## src/rtl/sd_dma_pkg.sv

```systemverilog
// Shared types and constants for the SD sector-buffer Wishbone DMA engine.
// One block is 512 bytes = 128 words of 32 bits.
package sd_dma_pkg;

  localparam int              BLOCK_SHIFT = 9;
  localparam int              WORD_BITS   = 7;
  localparam logic [WORD_BITS-1:0] WORD_LAST = 7'd127;

  typedef enum logic [2:0] {
    S_IDLE,
    S_RD_REQ,
    S_RD_GO,
    S_RD_REL,
    S_WR_FETCH,
    S_WR_REQ,
    S_WR_DONE
  } state_t;

  // Byte address of one word of a block in system memory; wraps modulo 2^32.
  function automatic logic [31:0] word_addr(input logic [31:0]          base,
                                            input logic [31:0]          blk,
                                            input logic [WORD_BITS-1:0] word);
    return base + (blk << BLOCK_SHIFT) + {23'd0, word, 2'b00};
  endfunction

endpackage

```

## src/rtl/sd_wb_xfer.sv

```systemverilog
// Single-word Wishbone B3 classic access with a no-response timeout.
// done/error/rdata are combinational and valid only in the completing cycle.
module sd_wb_xfer #(
  parameter int TIMEOUT = 1023
) (
  input  logic        clk,
  input  logic        rst_n,
  input  logic        start,
  input  logic        we,
  input  logic [31:0] adr,
  input  logic [31:0] dat,
  output logic        done,
  output logic        error,
  output logic [31:0] rdata,
  output logic        cyc,
  output logic        stb,
  output logic        bus_we,
  output logic [31:0] bus_adr,
  output logic [31:0] bus_dat,
  input  logic [31:0] bus_dat_i,
  input  logic        ack,
  input  logic        err
);

  localparam int CW = $clog2(TIMEOUT + 1);

  logic [CW-1:0] tmo_cnt;
  logic          expired;

  // The counter is loaded with TIMEOUT-1 when stb rises, so it reaches zero
  // in the TIMEOUT-th cycle with stb high and the access is dropped at that edge.
  assign expired = stb && (tmo_cnt == '0);
  assign done    = stb && (ack || err || expired);
  assign error   = stb && (err || (!ack && expired));
  assign rdata   = bus_dat_i;
  assign cyc     = stb;

  always_ff @(posedge clk or negedge rst_n) begin
    if (!rst_n) begin
      stb     <= 1'b0;
      bus_we  <= 1'b0;
      bus_adr <= '0;
      bus_dat <= '0;
      tmo_cnt <= '0;
    end else if (done) begin
      // NOTE: non-blocking assignments keep every register here sampling the
      // pre-edge value of done/stb, independent of statement order.
      stb <= 1'b0;
    end else if (start && !stb) begin
      stb     <= 1'b1;
      bus_we  <= we;
      bus_adr <= adr;
      bus_dat <= dat;
      tmo_cnt <= CW'(TIMEOUT - 1);
    end else if (stb) begin
      tmo_cnt <= tmo_cnt - 1'b1;
    end
  end

endmodule

```

## src/rtl/sd_wb_dma.sv

```systemverilog
// Wishbone-master DMA between the SD buffer manager's BRAM ext ports and
// system memory: fills the read buffer or drains the write buffer, one block per request.
module sd_wb_dma
  import sd_dma_pkg::*;
#(
  parameter int TIMEOUT = 1023
) (
  input  logic        clk_50,
  input  logic        reset_n,
  input  logic [31:0] cfg_base,
  input  logic        ext_read_act,
  input  logic [31:0] ext_read_addr,
  input  logic        ext_read_stop,
  output logic        ext_read_go,
  input  logic        ext_write_act,
  input  logic [31:0] ext_write_addr,
  output logic        ext_write_done,
  output logic [6:0]  bram_rd_ext_addr,
  output logic        bram_rd_ext_wren,
  output logic [31:0] bram_rd_ext_data,
  output logic [6:0]  bram_wr_ext_addr,
  input  logic [31:0] bram_wr_ext_q,
  output logic [31:0] wbm_adr_o,
  output logic [31:0] wbm_dat_o,
  input  logic [31:0] wbm_dat_i,
  output logic [3:0]  wbm_sel_o,
  output logic        wbm_we_o,
  output logic        wbm_cyc_o,
  output logic        wbm_stb_o,
  input  logic        wbm_ack_i,
  input  logic        wbm_err_i,
  output logic        dma_err
);

  logic [1:0] rd_act_sync, rd_stop_sync, wr_act_sync;
  logic       act_r, stop_s, act_w;

  state_t                 state;
  logic [31:0]            block;
  logic [WORD_BITS-1:0]   word;
  logic                   rd_next;
  logic                   wr_first;

  logic        xfer_start, xfer_we, xfer_done, xfer_error;
  logic [31:0] xfer_adr, xfer_dat, xfer_rdata;

  assign wbm_sel_o = 4'hF;

  always_ff @(posedge clk_50 or negedge reset_n) begin
    if (!reset_n) begin
      rd_act_sync  <= '0;
      rd_stop_sync <= '0;
      wr_act_sync  <= '0;
    end else begin
      rd_act_sync  <= {rd_act_sync[0], ext_read_act};
      rd_stop_sync <= {rd_stop_sync[0], ext_read_stop};
      wr_act_sync  <= {wr_act_sync[0], ext_write_act};
    end
  end

  assign act_r  = rd_act_sync[1];
  assign stop_s = rd_stop_sync[1];
  assign act_w  = wr_act_sync[1];

  // A read issues its first access on the IDLE exit edge, before the block
  // number is latched, so the address comes straight from ext_read_addr there.
  always_comb begin
    // NOTE: every output of this block gets a default first so no path can
    // leave one unassigned and infer a latch.
    xfer_start = 1'b0;
    xfer_adr   = word_addr(cfg_base, block, word);
    xfer_we    = (state == S_WR_REQ);
    xfer_dat   = xfer_we ? bram_wr_ext_q : '0;
    unique case (state)
      S_IDLE: begin
        xfer_start = !act_w && act_r;
        xfer_adr   = word_addr(cfg_base, ext_read_addr, '0);
      end
      S_RD_REQ: xfer_start = rd_next;
      S_WR_REQ: xfer_start = wr_first;
      default:  xfer_start = 1'b0;
    endcase
  end

  sd_wb_xfer #(
    .TIMEOUT (TIMEOUT)
  ) u_xfer (
    .clk       (clk_50),
    .rst_n     (reset_n),
    .start     (xfer_start),
    .we        (xfer_we),
    .adr       (xfer_adr),
    .dat       (xfer_dat),
    .done      (xfer_done),
    .error     (xfer_error),
    .rdata     (xfer_rdata),
    .cyc       (wbm_cyc_o),
    .stb       (wbm_stb_o),
    .bus_we    (wbm_we_o),
    .bus_adr   (wbm_adr_o),
    .bus_dat   (wbm_dat_o),
    .bus_dat_i (wbm_dat_i),
    .ack       (wbm_ack_i),
    .err       (wbm_err_i)
  );

  always_ff @(posedge clk_50 or negedge reset_n) begin
    if (!reset_n) begin
      state            <= S_IDLE;
      block            <= '0;
      word             <= '0;
      rd_next          <= 1'b0;
      wr_first         <= 1'b0;
      bram_rd_ext_wren <= 1'b0;
      bram_rd_ext_addr <= '0;
      bram_rd_ext_data <= '0;
      bram_wr_ext_addr <= '0;
      ext_read_go      <= 1'b0;
      ext_write_done   <= 1'b0;
      dma_err          <= 1'b0;
    end else begin
      bram_rd_ext_wren <= 1'b0;
      rd_next          <= 1'b0;
      wr_first         <= 1'b0;
      unique case (state)
        S_IDLE: begin
          if (act_w) begin
            block            <= ext_write_addr;
            word             <= '0;
            bram_wr_ext_addr <= '0;
            dma_err          <= 1'b0;
            state            <= S_WR_FETCH;
          end else if (act_r) begin
            block   <= ext_read_addr;
            word    <= '0;
            dma_err <= 1'b0;
            state   <= S_RD_REQ;
          end
        end
        S_RD_REQ: begin
          if (xfer_done) begin
            bram_rd_ext_wren <= 1'b1;
            bram_rd_ext_addr <= word;
            bram_rd_ext_data <= xfer_error ? '0 : xfer_rdata;
            if (xfer_error) dma_err <= 1'b1;
            if (word == WORD_LAST) begin
              state <= S_RD_GO;
            end else begin
              word    <= word + 1'b1;
              rd_next <= 1'b1;
            end
          end
        end
        S_RD_GO: begin
          // go must be seen high before a stop can release it.
          ext_read_go <= 1'b1;
          if (ext_read_go && stop_s) begin
            ext_read_go <= 1'b0;
            state       <= S_RD_REL;
          end
        end
        S_RD_REL: begin
          if (!stop_s && !act_r) state <= S_IDLE;
        end
        S_WR_FETCH: begin
          wr_first <= 1'b1;
          state    <= S_WR_REQ;
        end
        S_WR_REQ: begin
          if (xfer_done) begin
            if (xfer_error) dma_err <= 1'b1;
            if (word == WORD_LAST) begin
              ext_write_done <= 1'b1;
              state          <= S_WR_DONE;
            end else begin
              word             <= word + 1'b1;
              bram_wr_ext_addr <= word + 1'b1;
              state            <= S_WR_FETCH;
            end
          end
        end
        S_WR_DONE: begin
          if (!act_w) begin
            ext_write_done <= 1'b0;
            state          <= S_IDLE;
          end
        end
        default: state <= S_IDLE;
      endcase
    end
  end

endmodule
```

## config.mk

```make
export PLATFORM = sky130hd
export DESIGN_NAME = sd_wb_dma
export DESIGN_NICKNAME = d
export VERILOG_FILES = /design/src/rtl/sd_dma_pkg.sv /design/src/rtl/sd_wb_xfer.sv /design/src/rtl/sd_wb_dma.sv
export SDC_FILE = /design/constraint.sdc
export NUM_CORES = 1
export LEC_CHECK = 0
export BUFFER_PORTS_ARGS = -buffer_cell sky130_fd_sc_hd__buf_2
export CAP_MARGIN = 20
export CORE_MARGIN = 2
export CORE_UTILIZATION = 53
export DETAILED_ROUTE_END_ITERATION = 8
export PLACE_DENSITY = 0.87
export SLEW_MARGIN = 20
export SYNTH_ARGS = -nofsm -noshare
export SYNTH_HDL_FRONTEND = slang
export SYNTH_SLANG_ARGS = --single-unit
```

## constraint.sdc

```tcl
create_clock -name clk_50 -period 3.4 [get_ports clk_50]
set_clock_uncertainty 0.2 [all_clocks]
set_input_delay 0.34 -clock clk_50 [delete_from_list [all_inputs] [get_ports clk_50]]
set_output_delay 0.34 -clock clk_50 [all_outputs]
set_load 0.1 [all_outputs]
```

==> results.sh <==
export IMPL_netlist_instances=1051
export IMPL_cts_tree="done"
export IMPL_grt_overflow=0
export IMPL_hold_slack_ns=-0.00389
export IMPL_clkLatencyLatePin_ns=0.43
export IMPL_ff2ff_path_depth=9
export IMPL_critPathSlowestCell="dlygate4sd3_1"
export IMPL_grt_pass1_wl_um=46500
export IMPL_antenna_found_initial=4
export IMPL_numPortBuffers=265
export IMPL_period_minus_slack_ns=3.19
export IMPL_cts_sinks=167
export IMPL_hold_viol=1
export IMPL_die_area_um2=19400
export IMPL_wl_um=28900
export IMPL_slew_headroom=0.550
export IMPL_cts_root_buffer="clkbuf_16"
export IMPL_slowest_delay_ns=0.52
export IMPL_slew_viol_final=0
export IMPL_clockBufferDepth=2
export IMPL_vias=9506
export IMPL_coreArea_um2=18000
export IMPL_io_pins=288
export IMPL_crit_fanout=5
export IMPL_dpl_hpwl_um=19800
export IMPL_tns_ns=0
export IMPL_yosysMostFrequentCell="nand2_1"
export IMPL_drt_drc_violations_left=0
export IMPL_min_delay_path_depth=3
export IMPL_synth_ff_type="dfrtp_1"
export IMPL_rrSetupSlack_ns=0.26
export IMPL_holdPathEnd="block[12]"
export IMPL_r2r_end="u_xfer.bus_adr[23]"
export IMPL_drtIter0Drc=755
export IMPL_drive_gt1_frac=0.258
export IMPL_endpoint_kind="flip-flop"
export IMPL_hp_class="in -> reg"
export IMPL_r2r_start="word[1]"
export IMPL_area_growth_pct=31.1
export IMPL_yosysTopAreaCellShare=0.432
export IMPL_yosys_top_cells_count="nand2_1, dfrtp_1, o21ai_0"
export IMPL_status="finished with violations"
export IMPL_die_w_um=139
export IMPL_crit_chain="dlygate4sd3_1 > buf_2 > ha_1 > a211oi_1 > o211ai_1 > o21a_1 > a31oi_2 > o221a_2 > o21ai_0 > xnor2_1 > a221oi_1"
export IMPL_netlist_area_um2=9680
export IMPL_num_rows=49
export IMPL_setup_viol=0
export IMPL_max_freq_mhz=314
export IMPL_yosys_top_cells_area="dfrtp_1, nand2_1, ha_1"
export IMPL_grt_pass1_vias=9325
export IMPL_die_h_um=139
export IMPL_critPathRequiredTime_ns=3.53
export IMPL_yosys_warnings=0
export IMPL_synth_edff_count=0
export IMPL_ant_nets=0
export IMPL_yosysSeqAreaShare=0.432
export IMPL_path_clk_slew_ns=0.07
export IMPL_crit_path_start_kind="input port"
export IMPL_wl_per_cell_um=17.8
export IMPL_rsz0062_at_grt="no"
export IMPL_gp_congestion=0.987
export IMPL_crit_arrival_ns=3.32
export IMPL_track_usage=0.296
export IMPL_yosysUniqueCellTypes=68
export IMPL_design_area_um2=12700
export IMPL_grt_max_degree=69
export IMPL_firstDrtPassIters=5
export IMPL_synth_top_area_cell="dfrtp_1"
export IMPL_yosys_register_bits=167
export IMPL_layout_setup_ws_ns=0.215
export IMPL_dpl_cell_area_um2=11300
export IMPL_avgSynthCellArea_um2=9.21
export IMPL_worstMarginPinSlew_ns=0.675
export IMPL_cts_htree_levels=4
export IMPL_synth_async_reset_ratio=1.00
export IMPL_max_cap_violations=0
export IMPL_path_class="in -> reg"
export IMPL_crit_start="cfg_base[7]"
export IMPL_violations="hold timing"
export IMPL_period_share=0.937
export IMPL_initial_utilization=0.539
export IMPL_viasPerCell=5.85
export IMPL_dpl_worst_slack_ns=0.122
export IMPL_hp_start="ext_write_addr[12]"
export IMPL_nets=1603
export IMPL_cts_buffers=17
-- cell type report --
class | instances | area (um2)
Multi-Input combinational cell | 809 | 5230
Inverter | 22 | 82.6
Antenna cell | 4 | 10.0
Fill cell | 1258 | 5280
Clock buffer | 17 | 425
Timing Repair Buffer | 363 | 2270
Clock inverter | 15 | 203
Sequential cell | 167 | 4180
Tap cell | 229 | 287
-- registers in the layout (all words and copies together), names as in the netlist, 2 cells and up --
register          flops
word                  7
rd_act_sync           2
block                23
state                 3
u_xfer.bus_adr       32
bram_wr_ext_addr      7
bram_rd_ext_data     32
u_xfer.bus_dat       32
wr_act_sync           2
u_xfer.tmo_cnt       10
rd_stop_sync          2
bram_rd_ext_addr      7
-- timing repair --
| action | CTS | global route |
|---|---|---|
| setup endpoints to repair | 0 | 5 |
| hold buffers | 76 | 0 |
| resized for setup | 0 | 3 |
| buffers inserted | 0 | 0 |
| hold endpoints to repair | 140 | 0 |
-- layout by cell type (no fill, tap or decap), types with 28 or more instances in the layout --
cell and instances:
nand3_1 56, buf_2 264, ha_1 54, a22o_1 32, xnor2_1 28, nand2_1 186
dfrtp_1 167, o21ai_0 80, mux2i_1 30, dlygate4sd3_1 76, nor2_1 58, a21oi_1 56
-- routing by layer --
layer,routed length (um),up-vias,GRT usage
li1,-,4421,-
met1,11100,4516,0.357
met2,14400,470,0.503
met3,2030,99,0.0604
met4,1370,0,0.154
met5,0,-,0
-- worst max-delay path by stage --
stage | end | slack (ns) | cells after the start
2_1_floorplan | bram_wr_ext_addr[0] | 0.18 | 8
3_3_place_gp | u_xfer.bus_adr[24] | 0.18 | 11
3_5_place_dp | u_xfer.bus_adr[28] | 0.12 | 11
4_1_cts | u_xfer.bus_adr[24] | 0.20 | 10
5_1_grt | u_xfer.bus_adr[24] | 0.02 | 10
6_report | u_xfer.bus_adr[24] | 0.21 | 11
-- metrics by stage --
step           std cells   util
2_1_floorplan       1054      -
3_3_place_gp        1514  0.628
3_5_place_dp        1514  0.628
4_1_cts             1622  0.705
5_1_grt             1626  0.706
6_report            1626  0.706
-- cell families (layout without fill, tap and decap cells) --
kind of cell             count (synthesis)  after routing  share of synthesized area
buffers and inverters                   78            417                     0.0337
flip-flops                             167            167                      0.432
other                                    1              8                   0.000387
adder cells (fa/ha/maj)                 56             56                     0.0739
AND/OR/NAND/NOR                        375            375                      0.175
multiplexers                            44             44                     0.0512
AO/OA/AOI/OAI                          283            283                      0.191
XOR/XNOR                                47             47                     0.0425
-- critical path: cells and delay by family --
| kind | cells | cell delay [ns] |
|---|---|---|
| buf+inv | 2 | 0.67 |
| xor+xnor | 1 | 0.15 |
| fa+ha+maj | 1 | 0.37 |
| compound gates | 7 | 1.80 |
Power is left out: the tool's default activity adds up to more than one toggle a clock period on the data nets, which glitch-free logic cannot reach.
